`config.mk`:
```
export PLATFORM = sky130hd
export DESIGN_NAME = yin_cmndf_stream_module
export DESIGN_NICKNAME = d
export VERILOG_FILES = /design/src/rtl/yin_pkg.sv /design/src/rtl/yin_cmndf_stream_module_div.sv /design/src/rtl/yin_cmndf_stream_module.sv
export SDC_FILE = /design/constraint.sdc
export NUM_CORES = 1
export LEC_CHECK = 0
export CAP_MARGIN = 20
export CORE_MARGIN = 5
export CORE_UTILIZATION = 35
export CTS_BUF_LIST = sky130_fd_sc_hd__clkbuf_8
export CTS_CLUSTER_SIZE = 25
export DETAILED_ROUTE_END_ITERATION = 7
export PLACE_DENSITY = 0.53
export SLEW_MARGIN = 15
export SYNTH_ARGS = -nofsm -noshare
export SYNTH_HDL_FRONTEND = slang
export SYNTH_SLANG_ARGS = --single-unit
```
`constraint.sdc`:
```
create_clock -name clk -period 5.6 [get_ports clk]
set_clock_uncertainty 0.2 [all_clocks]
set_input_delay 0.56 -clock clk [delete_from_list [all_inputs] [get_ports clk]]
set_output_delay 0.56 -clock clk [all_outputs]
set_load 0.01 [all_outputs]
```
`src/rtl/yin_pkg.sv`:
```
// Shared widths, FSM encoding and Q-format helper for the YIN pitch pipeline stages.
package yin_pkg;

   function automatic int unsigned tau_w(input int unsigned max_tau);
      return $clog2(max_tau + 1);
   endfunction

   function automatic int unsigned sum_w(input int unsigned data_w, input int unsigned max_tau);
      return data_w + tau_w(max_tau);
   endfunction

   function automatic int unsigned num_w(input int unsigned data_w, input int unsigned max_tau,
                                         input int unsigned frac_bits);
      return data_w + tau_w(max_tau) + frac_bits;
   endfunction

   // Q-format unity: ONE = 1 << frac_bits
   function automatic longint unsigned one_q(input int unsigned frac_bits);
      return 64'd1 << frac_bits;
   endfunction

   typedef enum logic [2:0] {
      ST_IDLE,
      ST_DIV,
      ST_OUT,
      ST_UPD,
      ST_DONE
   } cmndf_state_e;

endpackage

```
`src/rtl/yin_cmndf_stream_module_div.sv`:
```
// Unsigned restoring divider, one quotient bit per cycle; done is held high until the next start.
module seq_divider_module #(
   parameter int unsigned WIDTH   = 32,
   parameter int unsigned Q_WIDTH = WIDTH
) (
   input  logic               clk,
   input  logic               reset,
   input  logic               start,
   input  logic [WIDTH-1:0]   dividend,
   input  logic [WIDTH-1:0]   divisor,
   output logic               done,
   output logic [Q_WIDTH-1:0] quotient
);
   localparam int unsigned CNT_W = $clog2(WIDTH + 1);

   // quo_q shifts dividend bits out at the top while quotient bits enter at the bottom
   logic [WIDTH-1:0] quo_q, quo_d;
   logic [WIDTH:0]   rem_q, rem_d;
   logic [WIDTH-1:0] dvs_q, dvs_d;
   logic [CNT_W-1:0] cnt_q, cnt_d;
   logic             busy_q, busy_d;
   logic             done_q, done_d;
   logic [WIDTH:0]   trial;

   always_comb begin
      quo_d  = quo_q;
      rem_d  = rem_q;
      dvs_d  = dvs_q;
      cnt_d  = cnt_q;
      busy_d = busy_q;
      done_d = done_q;
      trial  = {rem_q[WIDTH-1:0], quo_q[WIDTH-1]};
      if (start) begin
         quo_d  = dividend;
         rem_d  = '0;
         dvs_d  = divisor;
         cnt_d  = CNT_W'(WIDTH);
         busy_d = 1'b1;
         done_d = 1'b0;
      end else if (busy_q) begin
         if (trial >= {1'b0, dvs_q}) begin
            rem_d = trial - {1'b0, dvs_q};
            quo_d = {quo_q[WIDTH-2:0], 1'b1};
         end else begin
            rem_d = trial;
            quo_d = {quo_q[WIDTH-2:0], 1'b0};
         end
         cnt_d = cnt_q - 1'b1;
         if (cnt_q == CNT_W'(1)) begin
            busy_d = 1'b0;
            done_d = 1'b1;
         end
      end
   end

   always_ff @(posedge clk or negedge reset) begin
      if (!reset) begin
         quo_q  <= '0;
         rem_q  <= '0;
         dvs_q  <= '0;
         cnt_q  <= '0;
         busy_q <= 1'b0;
         done_q <= 1'b0;
      end else begin
         quo_q  <= quo_d;
         rem_q  <= rem_d;
         dvs_q  <= dvs_d;
         cnt_q  <= cnt_d;
         busy_q <= busy_d;
         done_q <= done_d;
      end
   end

   assign done     = done_q;
   assign quotient = quo_q[Q_WIDTH-1:0];

endmodule

```
`src/rtl/yin_cmndf_stream_module.sv`:
```
// Streaming CMNDF stage d'(tau) = d(tau)*tau / sum d(1..tau) with YIN absolute-threshold search.
// Optional per-lag output stream: define CMNDF_STREAM_OUT_EN.
module yin_cmndf_stream_module
   import yin_pkg::*;
#(
   parameter int unsigned  DATA_WIDTH = 32,
   parameter int unsigned  MAX_TAU    = 40,
   parameter int unsigned  FRAC_BITS  = 12,
   parameter int unsigned  THRESHOLD  = 410,
   localparam int unsigned TAU_W      = tau_w(MAX_TAU),
   localparam int unsigned OUT_W      = FRAC_BITS + TAU_W
) (
   input  logic                  clk,
   input  logic                  reset,
   input  logic                  in_valid,
   input  logic [DATA_WIDTH-1:0] in_data,
   output logic                  in_ready,
`ifdef CMNDF_STREAM_OUT_EN
   output logic                  out_valid,
   input  logic                  out_ready,
   output logic [OUT_W-1:0]      out_data,
   output logic [TAU_W-1:0]      out_tau,
`endif
   output logic                  pitch_valid,
   output logic [TAU_W-1:0]      pitch_tau,
   output logic                  pitch_found
);
   localparam int unsigned      SUM_W     = sum_w(DATA_WIDTH, MAX_TAU);
   localparam int unsigned      NUM_W     = num_w(DATA_WIDTH, MAX_TAU, FRAC_BITS);
   localparam logic [OUT_W-1:0] ONE       = OUT_W'(one_q(FRAC_BITS));
   localparam logic [OUT_W-1:0] THR       = OUT_W'(THRESHOLD);
   localparam logic [TAU_W-1:0] TAU_FIRST = TAU_W'(1);
   localparam logic [TAU_W-1:0] TAU_LAST  = TAU_W'(MAX_TAU);

   cmndf_state_e     state_q, state_d;
   logic             in_ready_q, in_ready_d;
   logic [TAU_W-1:0] tau_q, tau_d;
   logic [SUM_W-1:0] cumsum_q, cumsum_d;
   logic             zero_q, zero_d;
   logic [OUT_W-1:0] dq_q, dq_d;
   logic             below_q, below_d;
   logic             locked_q, locked_d;
   logic [TAU_W-1:0] best_tau_q, best_tau_d;
   logic [OUT_W-1:0] best_val_q, best_val_d;
   logic             pitch_valid_q, pitch_valid_d;
   logic [TAU_W-1:0] pitch_tau_q, pitch_tau_d;
   logic             pitch_found_q, pitch_found_d;
`ifdef CMNDF_STREAM_OUT_EN
   logic [TAU_W-1:0] out_tau_q, out_tau_d;
`endif

   logic             hs;
   logic [SUM_W-1:0] cum_new;
   logic [NUM_W-1:0] numer;
   logic [NUM_W-1:0] denom;
   logic             div_start;
   logic             div_done;
   logic [OUT_W-1:0] div_quot;

   // in_ready_q tracks IDLE but is held low through reset, so it rises one cycle after release
   assign hs        = in_valid & in_ready_q;
   assign cum_new   = cumsum_q + SUM_W'(in_data);
   assign numer     = (NUM_W'(in_data) * NUM_W'(tau_q)) << FRAC_BITS;
   assign denom     = NUM_W'(cum_new);
   assign div_start = hs & (cum_new != '0);

   seq_divider_module #(
      .WIDTH   (NUM_W),
      .Q_WIDTH (OUT_W)
   ) u_div (
      .clk      (clk),
      .reset    (reset),
      .start    (div_start),
      .dividend (numer),
      .divisor  (denom),
      .done     (div_done),
      .quotient (div_quot)
   );

   always_comb begin
      state_d       = state_q;
      tau_d         = tau_q;
      cumsum_d      = cumsum_q;
      zero_d        = zero_q;
      dq_d          = dq_q;
      below_d       = below_q;
      locked_d      = locked_q;
      best_tau_d    = best_tau_q;
      best_val_d    = best_val_q;
      pitch_valid_d = 1'b0;
      pitch_tau_d   = pitch_tau_q;
      pitch_found_d = pitch_found_q;
`ifdef CMNDF_STREAM_OUT_EN
      out_tau_d     = out_tau_q;
`endif
      case (state_q)
         ST_IDLE: begin
            if (hs) begin
               cumsum_d = cum_new;
               zero_d   = (cum_new == '0);
               state_d  = ST_DIV;
            end
         end
         ST_DIV: begin
            if (zero_q || div_done) begin
               dq_d = zero_q ? ONE : div_quot;
`ifdef CMNDF_STREAM_OUT_EN
               out_tau_d = tau_q;
               state_d   = ST_OUT;
`else
               state_d   = ST_UPD;
`endif
            end
         end
`ifdef CMNDF_STREAM_OUT_EN
         ST_OUT: begin
            if (out_ready) state_d = ST_UPD;
         end
`endif
         ST_UPD: begin
            if (!below_q) begin
               if (dq_q < THR) begin
                  below_d    = 1'b1;
                  best_tau_d = tau_q;
                  best_val_d = dq_q;
               end else if (dq_q < best_val_q) begin
                  best_tau_d = tau_q;
                  best_val_d = dq_q;
               end
            end else if (!locked_q) begin
               if (dq_q < best_val_q) begin
                  best_tau_d = tau_q;
                  best_val_d = dq_q;
               end else begin
                  locked_d = 1'b1;
               end
            end
            if (tau_q == TAU_LAST) begin
               pitch_valid_d = 1'b1;
               pitch_tau_d   = best_tau_d;
               pitch_found_d = below_d;
               state_d       = ST_DONE;
            end else begin
               tau_d   = tau_q + 1'b1;
               state_d = ST_IDLE;
            end
         end
         ST_DONE: begin
            tau_d      = TAU_FIRST;
            cumsum_d   = '0;
            below_d    = 1'b0;
            locked_d   = 1'b0;
            best_tau_d = TAU_FIRST;
            best_val_d = '1;
            state_d    = ST_IDLE;
         end
         default: state_d = ST_IDLE;
      endcase
      in_ready_d = (state_d == ST_IDLE);
   end

   always_ff @(posedge clk or negedge reset) begin
      if (!reset) begin
         state_q       <= ST_IDLE;
         in_ready_q    <= 1'b0;
         tau_q         <= TAU_FIRST;
         cumsum_q      <= '0;
         zero_q        <= 1'b0;
         dq_q          <= '0;
         below_q       <= 1'b0;
         locked_q      <= 1'b0;
         best_tau_q    <= TAU_FIRST;
         best_val_q    <= '1;
         pitch_valid_q <= 1'b0;
         pitch_tau_q   <= '0;
         pitch_found_q <= 1'b0;
      end else begin
         state_q       <= state_d;
         in_ready_q    <= in_ready_d;
         tau_q         <= tau_d;
         cumsum_q      <= cumsum_d;
         zero_q        <= zero_d;
         dq_q          <= dq_d;
         below_q       <= below_d;
         locked_q      <= locked_d;
         best_tau_q    <= best_tau_d;
         best_val_q    <= best_val_d;
         pitch_valid_q <= pitch_valid_d;
         pitch_tau_q   <= pitch_tau_d;
         pitch_found_q <= pitch_found_d;
      end
   end

`ifdef CMNDF_STREAM_OUT_EN
   always_ff @(posedge clk or negedge reset) begin
      if (!reset) out_tau_q <= '0;
      else        out_tau_q <= out_tau_d;
   end

   assign out_valid = (state_q == ST_OUT);
   assign out_data  = dq_q;
   assign out_tau   = out_tau_q;
`endif

   assign in_ready    = in_ready_q;
   assign pitch_valid = pitch_valid_q;
   assign pitch_tau   = pitch_tau_q;
   assign pitch_found = pitch_found_q;

endmodule
```
==> results by group, run 1 <==
Outcome
  • Status: completed

Yosys
  • Multiplexer share of the synthesized area: 5.49%
  • Yosys reg bits: ~250
  • Synth Area in Compound Gates: 16.6%
  • Post-synth ARST share: 100%
  • Main combinational cell family by area after synthesis: adder cells
  • Mapped Cells: 2491
  • Synthesis Warnings: 0
  • Synth Area in Adders: slightly below 20%
  • Number of synthesized flops with an enable pin: 0
  • Simple-gate share of the synthesized area: a little under a fifth
  • Post-Synthesis Cell Area: ~0.022 mm2
  • Synth Area in XOR/XNOR: under 10%
  • Post-synthesis cell type count: 83
  • Post-synth net total: around 2800
  • Sequential area share after synthesis: 28.6%
  • Mean Syn Cell Area: roughly 8.7 um2
  • Post-synth top flop: dfrtp_1

STA
  • Least-Margin Pin Slew: 980 ps
  • Final period utilization: approximately 95%
  • Final Slew Violations: 0
  • # setup viols final: 0
  • Maximum clock rate: ~190 MHz
  • Shortest period the worst path allows: between 5000 and 6000 ps
  • Hold Violations, Final: 0
  • Slew margin rel.: between 30% and 40%

Floorplanning
  • # IOs: 44
  • Die height: between 200 and 300 um
  • Core Rows: 91
  • Full die area: 0.0672 mm2
  • Core ar.: 0.0616 mm2
  • Initial Util: 35.3%
  • Chip width: ~260 um

Finish
  • Area delta synth->final: 15.8%
  • Ratio of cells with drive above 1 in the final layout: a little under an eighth
  • Post-route cell area: approximately 0.025 mm2
  • Multi-input gate area: 0.0142 mm2
  • Reg area: approximately 0.0062 mm2
  • # fillers: about 6000
  • Antenna diode count: 0
  • Final Instance Count excl. Fillers: between 3000 and 4000
  • Final nets: 2927

Worst setup path
  • Worst Path Max Fanout: 15
  • WP data arrival: between 5000 and 6000 ps
  • Setup Crit Path Kind: reg -> reg
  • Type of origin of the critical path: register
  • Category of the worst setup path capture point: register
  • Required time of the worst setup path: between 5000 and 6000 ps

Pwr
  • Leakage: between 10 and 15 nW
  • Peak supply drop: around 0.00022 V
  • Cell Pwr Density: approximately 560 mW/mm2

Clock network
  • Clk slew on worst S/H paths: 60 ps
  • H-tree depth: 2
  • CTS tree: built
  • CTS sink count: 247
  • CTS buffer count: 46
  • Max Buffers Root-to-Sink: 3
  • Worst-skew pair later-pin latency: 620 ps
  • CTS root buffer: clkbuf_8

Placement
  • Post-placement cell area: 0.0242 mm2
  • Buffers on Ports: 43
  • Detailed Place HPWL: between 40000 and 50000 um
  • Routability congestion estimate: 0.917
  • Inst Count DP: 3416

Flow run
  • Max_cap viols: 0

GRT
  • First-pass GRT wire length: slightly below 100000 um
  • Initial antenna violation count: 0
  • Pin count of the biggest net entering global routing: roughly 110
  • Total grt overflow: 0
  • Vias in the first global route: approximately 19000
  • Gr usage total: around 18%

Drt
  • Routed WL: 58200 um
  • Post-DR vias/cell: about 5.1
  • WL per Instance: around 17 um
  • Via count: about 18000
  • ANT nets after route: 0
  • DRC: 0
  • First drt pass iteration count: 7
  • DRT iter0 DRCs: 1032

Hold path
  • Hold WC Path Type: reg -> reg
[Yosys cell counts (24+ instances only)]
master | n | area share [%]
a21oi_1 | 136 | 3.1
o211ai_1 | 46 | 1.6
a211oi_1 | 27 | 0.93
xor2_1 | 52 | 2.1
xnor2_1 | 60 | 2.4
nor2_1 | 154 | 2.7
fa_1 | 123 | 11
ha_1 | 137 | 7.9
nand3b_1 | 25 | 0.86
and2_1 | 196 | 5.6
clkbuf_1 | 104 | 1.8
inv_1 | 245 | 4.2
nand4_1 | 24 | 0.69
o21ai_0 | 144 | 3.3
mux2i_1 | 109 | 5.0
nand2_1 | 265 | 4.6
nor3_1 | 30 | 0.69
a21o_1 | 42 | 1.5
nand3_1 | 44 | 1.0
dfrtp_1 | 227 | 26
[cell usage in the layout (no fill, tap or decap), types with 29 or more instances in the layout]
master,n
o21ai_0,143
o211ai_1,46
nand2_1,265
a21oi_1,132
nand3_1,44
and2_1,196
dfrtp_1,226
xor2_1,52
clkdlybuf4s50_1,42
fa_1,123
xnor2_1,60
ha_1,137
nor2_1,150
inv_1,259
buf_4,154
clkbuf_8,57
nor3_1,29
mux2i_1,109
a21o_1,42
[final cells by class]
class | count | area share, %
clock buffer | 57 | 3.12
clock inverter | 25 | 0.522
inverter | 246 | 3.67
multi-input combinational | 1879 | 56.5
sequential | 247 | 24.7
tap | 837 | 4.16
timing repair buffer | 212 | 7.40
[through the flow]
step / hold slack (ps) / setup slack (ps) / setup TNS [ps] / total power, W / util [%]
after global routing: 310 / -14.0 / -27.1 / 0.0154 / 40.9
after global placement: 258 / -315 / -1230 / 0.0121 / 39.2
after floorplan: 64.4 / 412 / 0 / 0.00956 / -
final: 276 / 253 / 0 / 0.0140 / 40.9
after detailed placement: 265 / -343 / -1480 / 0.0123 / 39.2
after CTS: 279 / 11.8 / 0 / 0.0141 / 40.7
[worst max-delay path, stage by stage, from the launching register on]
cell and delay, ps:
dfstp_4 720, buf_6 190, and2_1 170, fa_1 430, fa_1 490, inv_1 50
fa_1 520, inv_1 40, ha_1 320, a21o_1 210, a21oi_2 180, o211ai_1 120
o21ai_1 130, nand3b_1 110, o211ai_1 190, buf_4 160, o311ai_0 140, buf_4 170
a221o_1 310, a21oi_2 150, xor2_1 150, mux2i_1 80
[report_power, final]
| group | internal [W] | leakage (nW) | switching, W | total (W) |
|---|---|---|---|---|
| logic | 0.00398 | 8.60 | 0.00509 | 0.00907 |
| clock network | 0.000924 | 0.524 | 0.000810 | 0.00173 |
| registers | 0.00261 | 3.05 | 0.000599 | 0.00321 |
[what timing repair did]
action	4_1_cts	5_1_grt
setup endpoints to repair	1	5
hold buffers	1	0
buffers inserted	0	5
endpoints found under the hold margin	84	0
pin swaps	0	2
gates resized for setup	1	15
gates cloned	0	0
[path summary, 6_finish.rpt]
| check | slack (ps) | cells after the start | startpoint | to |
|---|---|---|---|---|
| worst min register to register | 280 | 2 | pitch_tau[4] | pitch_tau[4] |
| worst max-delay path | 250 | 21 | tau_q[0] | u_div.quo_q[49] |
| max in group asynchronous | 3560 | 3 | reset | u_div.quo_q[21] |
| min in group asynchronous | 330 | 2 | reset | u_div.dvs_q[1] |
| worst max register to register | 250 | 21 | tau_q[0] | u_div.quo_q[49] |
| worst min-delay path | 280 | 2 | pitch_tau[4] | pitch_tau[4] |
[registers in the layout, summed over array words and instances (netlist names), 18 cells and up]
name	flops
u_div.quo_q	50
u_div.rem_q	50
cumsum_q	38
u_div.dvs_q	38
best_val_q	18
dq_q	18
[logic make-up after synthesis]
kind of cell | Yosys count
flops | 247
compound gates | 555
xor+xnor | 112
fa+ha+maj | 260
mux | 118
buf+inv | 365
simple gates | 834
[layer usage]
metal  wire (um)  vias up  GRT usage (%)
li1            -     8765              -
met1       28000     8786           24.7
met2       27000      275           29.0
met3        2150       57           2.42
met4        1050        0           3.79
met5           0        -              0
Note: power is estimated with default switching activity, not from simulation.
==> run 2, diff against run 1 <==
- CAP_MARGIN: 20 -> not set
==> results of run 2 <==
Same layout as run 1: the final DEF is identical, and so are final timing and power.
